==> src/rtl/fifo_serializer_pkg.sv <==
// rtl/fifo_serializer_pkg.sv - shared types and constants for the FIFO word serializer
package fifo_serializer_pkg;

   typedef enum logic {ST_IDLE, ST_SHIFT} ser_state_t;

   localparam int WORD_CNT_W = 16;

endpackage

==> src/rtl/fifo_serializer.sv <==
// rtl/fifo_serializer.sv - pops FIFO words and emits them as OUT_W-wide valid/ready beats
// Optional completed-word counter port word_cnt_o under FIFO_SERIALIZER_WORD_CNT_EN.
module fifo_serializer
   import fifo_serializer_pkg::*;
#(
   parameter int IN_W      = 8,
   parameter int OUT_W     = 2,
   parameter int MSB_FIRST = 0
) (
   input  logic             clk_i,
   input  logic             rst_ni,
   input  logic             fifo_empty_i,
   input  logic [IN_W-1:0]  fifo_data_i,
   output logic             fifo_rd_en_o,
   output logic             valid_o,
   input  logic             ready_i,
   output logic [OUT_W-1:0] data_o,
   output logic             last_o,
   output logic             busy_o
`ifdef FIFO_SERIALIZER_WORD_CNT_EN
   ,
   output logic [WORD_CNT_W-1:0] word_cnt_o
`endif
);

   localparam int N_BEATS = IN_W / OUT_W;
   localparam int CNT_W   = (N_BEATS > 1) ? $clog2(N_BEATS) : 1;

   if (IN_W % OUT_W != 0) begin : g_bad_width
      $error("fifo_serializer: IN_W must be a multiple of OUT_W");
   end

   ser_state_t        state_q;
   ser_state_t        state_d;
   logic [IN_W-1:0]   shift_q;
   logic [CNT_W-1:0]  beat_cnt;
   logic              rd_en;
   logic              valid;
   logic              hs;
   logic              last_beat;
   logic [OUT_W-1:0]  beat;
   logic [IN_W-1:0]   shift_next;

   assign valid     = (state_q == ST_SHIFT);
   assign hs        = valid && ready_i;
   assign last_beat = (beat_cnt == CNT_W'(N_BEATS - 1));

   // The output end is the LSB for LSB-first order and the MSB otherwise.
   if (MSB_FIRST != 0) begin : g_msb
      assign beat       = shift_q[IN_W-1 -: OUT_W];
      assign shift_next = shift_q << OUT_W;
   end else begin : g_lsb
      assign beat       = shift_q[OUT_W-1:0];
      assign shift_next = shift_q >> OUT_W;
   end

   always_comb begin
      state_d = state_q;
      rd_en   = 1'b0;
      unique case (state_q)
         ST_IDLE: begin
            rd_en = ~fifo_empty_i;
            if (!fifo_empty_i) begin
               state_d = ST_SHIFT;
            end
         end
         ST_SHIFT: begin
            // Reloading on the final handshake keeps words back-to-back.
            if (hs && last_beat) begin
               rd_en = ~fifo_empty_i;
               if (fifo_empty_i) begin
                  state_d = ST_IDLE;
               end
            end
         end
         default: state_d = ST_IDLE;
      endcase
   end

   always_ff @(posedge clk_i or negedge rst_ni) begin
      if (!rst_ni) begin
         state_q  <= ST_IDLE;
         shift_q  <= '0;
         beat_cnt <= '0;
      end else begin
         state_q <= state_d;
         if (rd_en) begin
            shift_q  <= fifo_data_i;
            beat_cnt <= '0;
         end else if (hs && !last_beat) begin
            shift_q  <= shift_next;
            beat_cnt <= beat_cnt + CNT_W'(1);
         end
      end
   end

   assign fifo_rd_en_o = rd_en;
   assign valid_o      = valid;
   assign busy_o       = valid;
   assign data_o       = valid ? beat : '0;
   assign last_o       = valid && last_beat;

`ifdef FIFO_SERIALIZER_WORD_CNT_EN
   logic [WORD_CNT_W-1:0] word_cnt_q;

   always_ff @(posedge clk_i or negedge rst_ni) begin
      if (!rst_ni) begin
         word_cnt_q <= '0;
      end else if (hs && last_beat) begin
         word_cnt_q <= word_cnt_q + WORD_CNT_W'(1);
      end
   end

   assign word_cnt_o = word_cnt_q;
`endif

endmodule

==> config.mk <==
export PLATFORM = sky130hd
export DESIGN_NAME = fifo_serializer
export DESIGN_NICKNAME = d
export VERILOG_FILES = /design/src/rtl/fifo_serializer_pkg.sv /design/src/rtl/fifo_serializer.sv
export SDC_FILE = /design/constraint.sdc
export NUM_CORES = 1
export LEC_CHECK = 0
export ABC_CLOCK_PERIOD_IN_PS = 1400
export BUFFER_PORTS_ARGS = -buffer_cell sky130_fd_sc_hd__buf_4
export CAP_MARGIN = 25
export CORE_MARGIN = 1.5
export CORE_UTILIZATION = 39
export DETAILED_ROUTE_END_ITERATION = 12
export PLACE_DENSITY = 0.78
export SLEW_MARGIN = 20
export SYNTH_ARGS = -nofsm -noshare
export SYNTH_HDL_FRONTEND = slang
export SYNTH_SLANG_ARGS = --single-unit
==> constraint.sdc <==
create_clock -name clk_i -period 1.4 [get_ports clk_i]
set_input_delay 0.21 -clock clk_i [delete_from_list [all_inputs] [get_ports clk_i]]
set_output_delay 0.21 -clock clk_i [all_outputs]
set_load 0.05 [all_outputs]
### Word level (Yosys, flattened, before mapping)

Cells that the tools add are included.

* bitwise gates (word level): 2
* eq/ne operators: 1
* add/subtract/negate cells: 1
* multiplexer cells: 10
* reduce and logical (&&, ||, !) cells: 6

Operator list (count)
* 8-bit 2-to-1 mux: 2
* 2-bit 2-to-1 mux: 3
* 1-bit logical AND: 4
* 1-bit case mux with 2 select lines: 2
* 1-bit 2-to-1 mux: 3
* 2-bit by 1-bit adder with 2-bit output (second input constant): 1
* 2-bit equality test (second input constant): 1
* 1-bit NOT: 2
* 2-bit nonzero test: 1
* 1-bit logical NOT: 1

* input bits: 12
* register bits after elaboration: 11
* output and inout bits: 6
* logic and storage cells: 23

### Longest topological paths before layout

Gate-level depths: netlist of run 1.

* word-level depth: 5
* mapped depth: 5
* mapped depth without buffers: 5

### Least setup slack after synthesis of run 1

Ideal clock, no wire load.

* path type: flip-flop to flip-flop
* start point: register state_q, in the netlist busy_o
* end point: register shift_q[4]
* library setup time: 0.126 ns
* path buffers: 0
* cell stages (with the launch flop): 5
* clock period less this slack: 1.645 ns
* setup slack: -0.245 ns
* data arrival time: 1.519 ns
* data required time: 1.274 ns
* cell sequence: dfrtp_1 a21bo_4 nand2_8 inv_6 a221o_1

* cells in the longest elaborated chain, start to end: 5
* elaborated cells on any way between the ends: 8
* classes of those cells: mux: 3; bitwise: 1; reduce/logical: 4

Ends and longest elaborated chain
* from (decl): RTL line fifo_serializer.sv:33 `ser_state_t state_q;`
* from (signal assigned): RTL line fifo_serializer.sv:86 `state_q <= state_d;`
* 1-bit logical AND: RTL line fifo_serializer.sv:45 `assign hs = valid && ready_i;`
* 1-bit logical AND: RTL line fifo_serializer.sv:69 `if (hs && last_beat) begin`
* 1-bit 2-to-1 mux: RTL line fifo_serializer.sv:69
* 1-bit case mux with 2 select lines *: RTL line fifo_serializer.sv:60 `unique case (state_q)`
* named net fifo_rd_en_o: RTL line fifo_serializer.sv:14 `output logic fifo_rd_en_o,`
* 8-bit 2-to-1 mux or 2-bit nonzero test (tied branches)
* to (signal assigned): RTL line fifo_serializer.sv:88 `shift_q <= fifo_data_i;`
* to (signal assigned): RTL line fifo_serializer.sv:91 `shift_q <= shift_next;`
* to (decl): RTL line fifo_serializer.sv:35 `logic [IN_W-1:0] shift_q;`

The timed path passes the listed nets; every way through them passes the cells marked *.
A chain may end at the register's enable or synchronous reset.

### Worst setup path in the final report of run 1

* start point: register beat_cnt[0]
* end point: output port fifo_rd_en_o

* cells in the longest elaborated chain, start to end: 4

Ends and longest elaborated chain
* from (decl): RTL line fifo_serializer.sv:36 `logic [CNT_W-1:0] beat_cnt;`
* from (signal assigned): RTL line fifo_serializer.sv:92 `beat_cnt <= beat_cnt + CNT_W'(1);`
* 2-bit equality test: RTL line fifo_serializer.sv:46 `assign last_beat = (beat_cnt == CNT_W'(N_BEATS - 1));`
* 1-bit logical AND: RTL line fifo_serializer.sv:69
* 1-bit 2-to-1 mux: RTL line fifo_serializer.sv:69
* 1-bit case mux with 2 select lines: RTL line fifo_serializer.sv:60
* to (decl): RTL line fifo_serializer.sv:14

No other way between the ends.

==> key figures, run 1 <==
Outcome
  • Run status: finished with violations
  • Failing checks: negative setup slack

Timing
  • Final Hold Fails: 0
  • Final setup margin: -0.173 ns
  • Slew Limit Fails: 0
  • Final setup vio count: 5
  • Worst-margin pin slew: 0.302 ns
  • Crit share post-route: 112%
  • Worst clock skew: 0.00254 ns
  • Hold Worst Slack: 0.109 ns
  • Final Critical Period: 1.57 ns
  • Max Freq: 0.636 GHz
  • Unrepaired setup endpoints after global routing: yes
  • Slew margin rel.: 79.7%

Drt
  • ANT nets after route: 0
  • Wire length per cell: 13.1 um
  • Drt pass-1 iters: 4
  • DR vias: 499
  • Drt drc: 0
  • Drt total wl: 1280 um
  • Iter 0 DRT Violations: 12
  • Vias per cell: 5.09

Clock tree
  • CTS tree: built
  • Clock transition at path regs: 0.07 ns
  • CTS Buf Count: 3
  • H-tree Lvls: 1
  • Clock Path Buffers: 2
  • Clock latency on the worst-skew pair: 0.27 ns
  • # clock sinks: 11
  • CTS root buf: clkbuf_4

Pwr
  • Switching Fraction: 40.6%
  • Leak: 0.000408 uW
  • Combinational power share: 57.6%
  • Worst IR Drop VDD: 0.926 mV
  • Clock power frac: 12.0%
  • Int Power: 1090 uW
  • Power per cell area: 2100 mW/mm^2
  • P_sw: 743 uW
  • Reg power frac: 30.3%

Floorplanning
  • Io pins: 18
  • Die Wd: 42.0 um
  • Die height: 42.0 um
  • Total Die Area: 0.00177 sq mm
  • Core area: 0.00137 sq mm
  • Starting Density: 43.5%
  • Rows: 13

Worst setup path
  • Crit path kind: reg2out
  • CP required: 1.19 ns
  • Max incr delay on CP: 0.40 ns
  • CP Buf/Inv Count: 2
  • CP max FO: 3
  • CP cell instances: ha_2 -> a21bo_4 -> nand2_8 -> inv_12 -> buf_12
  • WP depth: 5
  • Crit-path slowest cell: dfrtp_1
  • FF-to-FF path depth: 6
  • Startpoint types: flop
  • CP delay by family, top: flip-flops
  • CP Capture Type: primary output
  • WP data arrival: 1.36 ns

Synth
  • Post-synthesis async set-or-reset flop share: 100%
  • Cell Area, Synth: 594 sq um
  • Commonest cells in the netlist: 11 x dfrtp_1, 6 x and2_1, 5 x nor2_1
  • Cell count after synthesis: 54
  • Dominant cell type by area after synthesis: dfrtp_1
  • Post-synth EDFFs: 0
  • Main synth FF type: dfrtp_1
  • Yosys synthesis warning count: 0
  • Library cells used by synthesis: 21
  • Net Count, Synth: 67
  • Most common cell in the netlist: dfrtp_1
  • Mean Syn Cell Area: 11.0 sq um
  • FF+latch count, synth: 11
  • Top-area cell type share of the netlist area: 46.3%
  • Sequential area share after synthesis: 46.3%
  • Top cells by area, synth: dfrtp_1 46%, and2_1 6.3%, o221a_2 5.7%

Min path
  • Hold WC Path Type: in2reg
  • Hold depth: 2

Global route
  • GRT overflow: 0
  • First-pass GRT wire length: 2160 um
  • Antenna violations before repair: 0
  • Vias in the first global route: 504
  • Largest net degree at the start of global routing: 12
  • Global-route usage over all layers: 16.4%

Job
  • Max-Cap Viols: 0

Place
  • GPL Wtd Cong: 0.749
  • DP Area: 771 sq um
  • Setup WS pre-CTS: -0.00432 ns
  • Number of instances in the placed design: 89
  • Post-DP HPWL: 932 um
  • Buffers on Ports: 17

Final layout
  • Fillcell total: 127
  • Nets: 97
  • Finished Layout Cells: 98
  • Area Overhead vs Synth: 46.7%
  • # diodes: 0
  • Core Util, Final: 63.8%
  • Share of post-route cells with drive strength above 1: 49.4%
  • Fin area: 872 sq um
per-layer routing:
metal	part of all wire, %	vias up	track usage (%)
met5	0	-	0
met4	0.94	0	9.38
met3	5.4	2	3.02
met2	47	18	25.6
met1	47	229	21.2
li1	-	250	-
what timing repair did:
item                       4_1_cts  5_1_grt
buffers inserted                 2        2
hold buffers                     1        0
gates resized for setup          4        5
pin swaps                        4        1
setup endpoints to repair        5       12
hold endpoints to repair        11        0
kinds of logic after synthesis:
group                      after synthesis  synth area share, %
and+or+nand+nor                         19                 20.4
AOI/OAI and AO/OA                       14                 20.8
DFF                                     11                 46.3
buffers and inverters                    7                 7.16
xor gates and xnor gates                 1                 1.47
muxes                                    1                 1.68
adders and majority gates                1                 2.10
through the flow:
step | TNS, ns | power [uW]
after floorplan | -0.109 | 1230
after global placement | 0 | 1470
after detailed placement | -0.00432 | 1490
after CTS | -0.677 | 1760
after global routing | -0.873 | 1960
final | -0.700 | 1830
power by group through the flow:
stage | Sequential (uW) | Clock [uW] | Combinational, uW
2_1_floorplan | 555 | 0 | 671
3_3_place_gp | 549 | 0 | 925
3_5_place_dp | 557 | 0 | 938
4_1_cts | 549 | 226 | 988
5_1_grt | 568 | 243 | 1150
6_report | 555 | 221 | 1050
worst reg2reg max path, stage by stage, from the launching register on:
cell and delay, ns:
dfrtp_1 0.40, ha_2 0.21, a21bo_4 0.23, nand2_8 0.09
inv_12 0.03, buf_4 0.15, a221o_1 0.31
layout make-up:
| type | count | area (sq um) | area share [%] |
|---|---|---|---|
| Multi-Input combinational cell | 36 | 290 | 33.3 |
| Tap cell | 15 | 18.8 | 2.15 |
| Sequential cell | 11 | 277 | 31.7 |
| Timing Repair Buffer | 27 | 229 | 26.3 |
| Clock buffer | 4 | 26.3 | 3.01 |
| Inverter | 5 | 31.3 | 3.59 |
sequential cells by signal (all words and copies together) (netlist names):
register,count
beat_cnt,2
shift_q,8
busy_o,1
worst paths after layout:
path                                         start  slack, ns                      to
max in group asynchronous                   rst_ni       0.91        busy_o$_DFF_PN0_
min in group asynchronous                   rst_ni       0.33  shift_q[6]$_DFFE_PN0P_
setup / recovery           beat_cnt[0]$_DFFE_PN0P_      -0.17            fifo_rd_en_o
hold / removal                        fifo_empty_i       0.11        busy_o$_DFF_PN0_
hold reg to reg             shift_q[1]$_DFFE_PN0P_       0.51  shift_q[1]$_DFFE_PN0P_
setup reg to reg           beat_cnt[0]$_DFFE_PN0P_      -0.14  shift_q[3]$_DFFE_PN0P_
cell usage in the layout, fill, tap and decap left out, types with 4 or more instances in the layout:
| cell | synthesis | routed |
|---|---|---|
| inv_1 | 4 | 4 |
| o21ai_0 | 4 | 4 |
| buf_4 | 1 | 22 |
| dfrtp_1 | 11 | 10 |
| nor2_1 | 5 | 5 |
| and2_1 | 6 | 6 |
No activity file was read; power rests on OpenSTA's default activity.
==> run 2, diff against run 1 <==
--- a/config.mk
+++ b/config.mk
@@ -9,9 +9,11 @@
 export BUFFER_PORTS_ARGS = -buffer_cell sky130_fd_sc_hd__buf_4
 export CAP_MARGIN = 25
 export CORE_MARGIN = 1.5
-export CORE_UTILIZATION = 39
+export CORE_UTILIZATION = 43
 export DETAILED_ROUTE_END_ITERATION = 12
-export PLACE_DENSITY = 0.78
+export GPL_TIMING_DRIVEN = 0
+export PLACE_DENSITY = 0.83
+export SKIP_CTS_REPAIR_TIMING = 1
 export SLEW_MARGIN = 20
 export SYNTH_ARGS = -nofsm -noshare
 export SYNTH_HDL_FRONTEND = slang
==> run 2 against run 1 <==
  * The flow still finishes with violations (negative setup slack)
  * Routed wire length up 11%
  * Sequential power is 4.1% higher
  * Via count grew 6.8%
  * Critical path depth did not move
  * Cell count rose by 3.1%
  * Die area shrank 8.7%
  * Largest power group unchanged
  * Critical endpoint unchanged
  * Maximum frequency is 3.1% lower
  * Power increased by 3.4%
==> key figures, run 2 (same netlist as run 1, synthesis figures left out) <==
Clock tree
  • # clock sinks: 11 (unchanged)
  • H-tree Lvls: 1 (unchanged)
  • CTS tree: built
  • Clock transition at path regs: 0.07 ns (about the same)
  • CTS Buf Count: 3 (unchanged)
  • CTS root buf: clkbuf_4
  • Clock Path Buffers: 2 (unchanged)
  • Clock latency on the worst-skew pair: 0.27 ns (about the same)

Global route
  • GRT overflow: 0 (unchanged)
  • First-pass GRT wire length: 2190 um (+1.3%)
  • Antenna violations before repair: 0 (unchanged)
  • Vias in the first global route: 473 (-6.2%)
  • Global-route usage over all layers: 21.8% (+5.4 points)
  • Largest net degree at the start of global routing: 12 (unchanged)

Place
  • GPL Wtd Cong: 0.720 (-3.8%)
  • Number of instances in the placed design: 86 (-3.4%)
  • DP Area: 752 sq um (-2.4%)
  • Post-DP HPWL: 945 um (+1.5%)
  • Buffers on Ports: 17 (unchanged)

Worst setup path
  • CP required: 1.19 ns (about the same)
  • CP max FO: 8 (+5)
  • Startpoint types: flop
  • Crit path kind: reg2out
  • WP data arrival: 1.41 ns (+0.05 ns)
  • CP Capture Type: primary output

Timing
  • Slew margin rel.: 80.6% (+0.89 points)
  • Final setup vio count: 5 (unchanged)
  • Slew Limit Fails: 0 (unchanged)
  • Worst-margin pin slew: 0.290 ns (-0.0122 ns)
  • Final setup margin: -0.224 ns (-0.0507 ns)
  • Final Critical Period: 1.62 ns (+0.0507 ns)
  • Max Freq: 0.616 GHz (-3.1%)
  • Crit share post-route: 116% (+3.6 points)
  • Unrepaired setup endpoints after global routing: yes
  • Final Hold Fails: 0 (unchanged)
  • Worst clock skew: 0.00399 ns (+0.00145 ns)

Pwr
  • Combinational power share: 57.9% (+0.3 points)
  • Worst IR Drop VDD: 0.921 mV (-0.55%)
  • Reg power frac: 30.5% (+0.2 points)
  • Leak: 0.000423 uW (+3.6%)
  • Switching Fraction: 40.9% (+0.31 points)
  • Clock power frac: 11.6% (-0.4 points)
  • Int Power: 1120 uW (+2.9%)
  • P_sw: 774 uW (+4.2%)
  • Power per cell area: 2110 mW/mm^2 (+0.54%)

Final layout
  • Share of post-route cells with drive strength above 1: 50.0% (+0.60 points)
  • Nets: 100 (+3.1%)
  • # diodes: 0 (unchanged)
  • Finished Layout Cells: 101 (+3.1%)
  • Fillcell total: 110 (-13%)
  • Area Overhead vs Synth: 50.9%
  • Fin area: 897 sq um (+2.9%)
  • Max reg flops: 8 (unchanged)
  • Largest Register: shift_q
  • Most common cell after layout, fill and taps aside: buf_4
  • Most frequent cells in the layout: 26 x buf_4, 10 x dfrtp_1, 5 x and2_1, 5 x nor2_1, 4 x inv_1

Drt
  • Wire length per cell: 14.1 um (+8.0%)
  • Drt pass-1 iters: 4 (unchanged)
  • Drt drc: 0 (unchanged)
  • ANT nets after route: 0 (unchanged)
  • Vias per cell: 5.28 (+3.6%)
  • Drt total wl: 1420 um (+11%)
  • Iter 0 DRT Violations: 18 (+6)
  • DR vias: 533 (+6.8%)

Outcome
  • Run status: finished with violations
  • Failing checks: negative setup slack

Floorplanning
  • Rows: 13 (unchanged)
  • Starting Density: 45.7% (+2.2 points)
  • Total Die Area: 0.00161 sq mm (-8.7%)
  • Io pins: 18 (unchanged)
  • Die height: 40.2 um (-4.4%)
  • Die Wd: 40.2 um (-4.4%)
  • Core area: 0.00130 sq mm (-4.8%)

Job
  • Max-Cap Viols: 0 (unchanged)

Min path
  • Hold WC Path Type: in2reg
-- run 2: cell type report --
cell class | instances | area (sq um) | area share (%)
repair buffers | 28 | 229 | 25.5
inverters | 5 | 31.3 | 3.49
multi-input cells | 36 | 297 | 33.1
flip-flops and latches | 11 | 277 | 30.8
plain buffers | 2 | 18.8 | 2.09
clock buffers | 4 | 26.3 | 2.93
well taps | 15 | 18.8 | 2.09
-- run 2: worst paths after layout --
check | depth (start not counted) | startpoint | slack (ns) | end
max reg2reg | 5 | beat_cnt[1]$_DFFE_PN0P_ | -0.04 | shift_q[3]$_DFFE_PN0P_
max | 5 | beat_cnt[1]$_DFFE_PN0P_ | -0.22 | fifo_rd_en_o
min reg2reg | 1 | shift_q[1]$_DFFE_PN0P_ | 0.51 | shift_q[1]$_DFFE_PN0P_
min in group asynchronous | 2 | rst_ni | 0.31 | busy_o$_DFF_PN0_
min | 2 | fifo_empty_i | 0.1 | busy_o$_DFF_PN0_
max in group asynchronous | 2 | rst_ni | 0.93 | busy_o$_DFF_PN0_
-- run 2: metrics by stage --
stage	power, uW	TNS, ns	hold slack [ns]	util, %	setup WS (ns)
3_3_place_gp	1420	-0.183	0.0511	57.8	-0.0572
2_1_floorplan	1230	-0.109	-0.0856	-	-0.0363
6_report	1890	-0.426	0.0988	68.9	-0.224
5_1_grt	2030	-0.752	0.105	68.9	-0.264
3_5_place_dp	1460	-0.307	0.0527	57.8	-0.101
4_1_cts	1690	-0.714	-0.242	59.8	-0.334
-- run 2: critical path, stage by stage (launching register included) --
cell     delay (ns)
dfrtp_1        0.41
ha_4           0.19
a21bo_4        0.24
nand2_8        0.11
inv_12         0.04
buf_12         0.14
-- run 2: metal layers --
layer	global-route usage (%)	vias to the layer above	wire length, um
met5	0	-	0
met4	10.0	0	15
met3	5.00	2	78
met2	36.3	22	736
met1	26.7	250	593
li1	-	259	-
-- run 2: power groups by stage --
stage	logic [uW]	clock network (uW)	registers, uW
3_5_place_dp	895	0	568
4_1_cts	897	226	564
2_1_floorplan	671	0	555
3_3_place_gp	857	0	562
5_1_grt	1190	246	595
6_report	1100	220	578
==> run 3, diff against run 2 <==
--- a/config.mk
+++ b/config.mk
@@ -18,3 +18,4 @@
 export SYNTH_ARGS = -nofsm -noshare
 export SYNTH_HDL_FRONTEND = slang
 export SYNTH_SLANG_ARGS = --single-unit
+export TNS_END_PERCENT = 30
==> run 3 against run 2 <==
  * The run still ends with negative setup slack left
  * Clock skew unchanged
  * Critical endpoint unchanged
  * Largest cell class unchanged
  * Sequential share of layout area is the same
  * Non-clock buffer count did not move
  * Power unchanged
  * Maximum frequency did not move
  * Flip-flop and latch count is the same
  * Clock-buffer cell count unchanged
  * Clock power about the same
  * Hold slack is the same
  * Critical path depth unchanged
==> key figures, run 3 (same netlist as run 1, synthesis figures left out) <==
Global route
  • Vias in the first global route: 473 (unchanged)
  • GRT overflow: 0 (unchanged)
  • Largest net degree at the start of global routing: 12 (unchanged)
  • First-pass GRT wire length: 2190 um (unchanged)
  • Antenna violations before repair: 0 (unchanged)
  • Global-route usage over all layers: 21.8% (unchanged)

Min path
  • Hold WC Path Type: in2reg

Timing
  • Unrepaired setup endpoints after global routing: yes
  • Final setup vio count: 5 (unchanged)
  • Final Hold Fails: 0 (unchanged)
  • Worst clock skew: 0.00399 ns (unchanged)
  • Slew Limit Fails: 0 (unchanged)
  • Worst-margin pin slew: 0.290 ns (unchanged)
  • Hold Worst Slack: 0.0988 ns (unchanged)
  • Crit share post-route: 116% (unchanged)
  • Final setup margin: -0.224 ns (unchanged)
  • Final Critical Period: 1.62 ns (unchanged)
  • Max Freq: 0.616 GHz (unchanged)
  • Slew margin rel.: 80.6% (unchanged)
  • Final setup TNS: -0.426 ns (unchanged)

Final layout
  • Max reg flops: 8 (unchanged)
  • Multi-input logic area: 297 sq um (unchanged)
  • Nets: 100 (unchanged)
  • Largest Register: shift_q
  • # diodes: 0 (unchanged)
  • FF+latch area: 277 sq um (unchanged)
  • Most common cell after layout, fill and taps aside: buf_4
  • Most frequent cells in the layout: 26 x buf_4, 10 x dfrtp_1, 5 x and2_1, 5 x nor2_1, 4 x inv_1
  • Area Overhead vs Synth: 50.9% (unchanged)
  • Fillcell total: 110 (unchanged)
  • Share of post-route cells with drive strength above 1: 50.0% (unchanged)
  • Core Util, Final: 68.9% (unchanged)

Job
  • Max-Cap Viols: 0 (unchanged)

Worst setup path
  • CP required: 1.19 ns (about the same)
  • CP Capture Type: primary output
  • Max incr delay on CP: 0.41 ns (about the same)
  • Crit path kind: reg2out
  • CP max FO: 8 (unchanged)
  • WP data arrival: 1.41 ns (about the same)
  • Crit-path slowest cell: dfrtp_1
  • Startpoint types: flop
  • CP cell instances: ha_4 -> a21bo_4 -> nand2_8 -> inv_12 -> buf_12

Pwr
  • Power per cell area: 2110 mW/mm^2 (unchanged)
  • Leak: 0.000423 uW (unchanged)
  • Worst IR Drop VDD: 0.921 mV (unchanged)
  • Design Power: 1890 uW (unchanged)

Drt
  • Iter 0 DRT Violations: 18 (unchanged)
  • DR vias: 533 (unchanged)
  • Drt total wl: 1420 um (unchanged)
  • ANT nets after route: 0 (unchanged)
  • Drt drc: 0 (unchanged)
  • Wire length per cell: 14.1 um (unchanged)
  • Vias per cell: 5.28 (unchanged)
  • Drt pass-1 iters: 4 (unchanged)

Clock tree
  • CTS root buf: clkbuf_4
  • Clock transition at path regs: 0.07 ns (about the same)
  • Clock Path Buffers: 2 (unchanged)
  • CTS Buf Count: 3 (unchanged)
  • # clock sinks: 11 (unchanged)
  • H-tree Lvls: 1 (unchanged)
  • CTS tree: built
  • Clock latency on the worst-skew pair: 0.27 ns (about the same)

Outcome
  • Run status: finished with violations
  • Failing checks: negative setup slack

Place
  • Buffers on Ports: 17 (unchanged)
  • Post-DP HPWL: 945 um (unchanged)
  • GPL Wtd Cong: 0.720 (unchanged)

Floorplanning
  • Rows: 13 (unchanged)
  • Starting Density: 45.7% (unchanged)
  • Total Die Area: 0.00161 sq mm (unchanged)
  • Die height: 40.2 um (unchanged)
  • Io pins: 18 (unchanged)
  • Die Wd: 40.2 um (unchanged)
  • Core area: 0.00130 sq mm (unchanged)
[run 3: cell counts in the layout (fill, tap and decap cells not counted)]
Identical to the previous run, type by type.
[run 3: power by group]
group | internal [uW] | leakage [uW] | switching [uW]
Combinational | 549 | 0.000275 | 546
Clock | 110 | 0.0000150 | 109
Sequential | 460 | 0.000133 | 118
[run 3: worst paths after layout]
| kind | from | end | slack [ns] | cells after the start |
|---|---|---|---|---|
| max reg2reg | beat_cnt[1]$_DFFE_PN0P_ | shift_q[3]$_DFFE_PN0P_ | -0.04 | 5 |
| min reg2reg | shift_q[1]$_DFFE_PN0P_ | shift_q[1]$_DFFE_PN0P_ | 0.51 | 1 |
| min | fifo_empty_i | busy_o$_DFF_PN0_ | 0.1 | 2 |
| min in group asynchronous | rst_ni | busy_o$_DFF_PN0_ | 0.31 | 2 |
| max in group asynchronous | rst_ni | busy_o$_DFF_PN0_ | 0.93 | 2 |
| max | beat_cnt[1]$_DFFE_PN0P_ | fifo_rd_en_o | -0.22 | 5 |
[run 3: worst max-delay path: cells and delay by family (launching register included)]
family	cells	cell delay, ns
flops	1	0.41
buf+inv	2	0.18
fa+ha+maj	1	0.19
simple gates	1	0.11
compound gates	1	0.24
[run 3: layout make-up]
type                    instances  share of cell area, %
multi-input cells              36                   33.1
well taps                      15                   2.09
flip-flops and latches         11                   30.8
inverters                       5                   3.49
repair buffers                 28                   25.5
plain buffers                   2                   2.09
clock buffers                   4                   2.93
[run 3: metrics by stage]
step	instances	worst slack (ns)	area, sq um
final	101	-0.224	897
after global routing	101	-0.264	897
after CTS	90	-0.334	778
after detailed placement	86	-0.101	752
after global placement	86	-0.0572	752
after floorplan	54	-0.0363	606
[run 3: per-layer routing]
metal | global-route usage, % | share of wire, %
met5 | 0 | 0
met4 | 10.0 | 1.1
met3 | 5.00 | 5.5
met2 | 36.3 | 52
met1 | 26.7 | 42
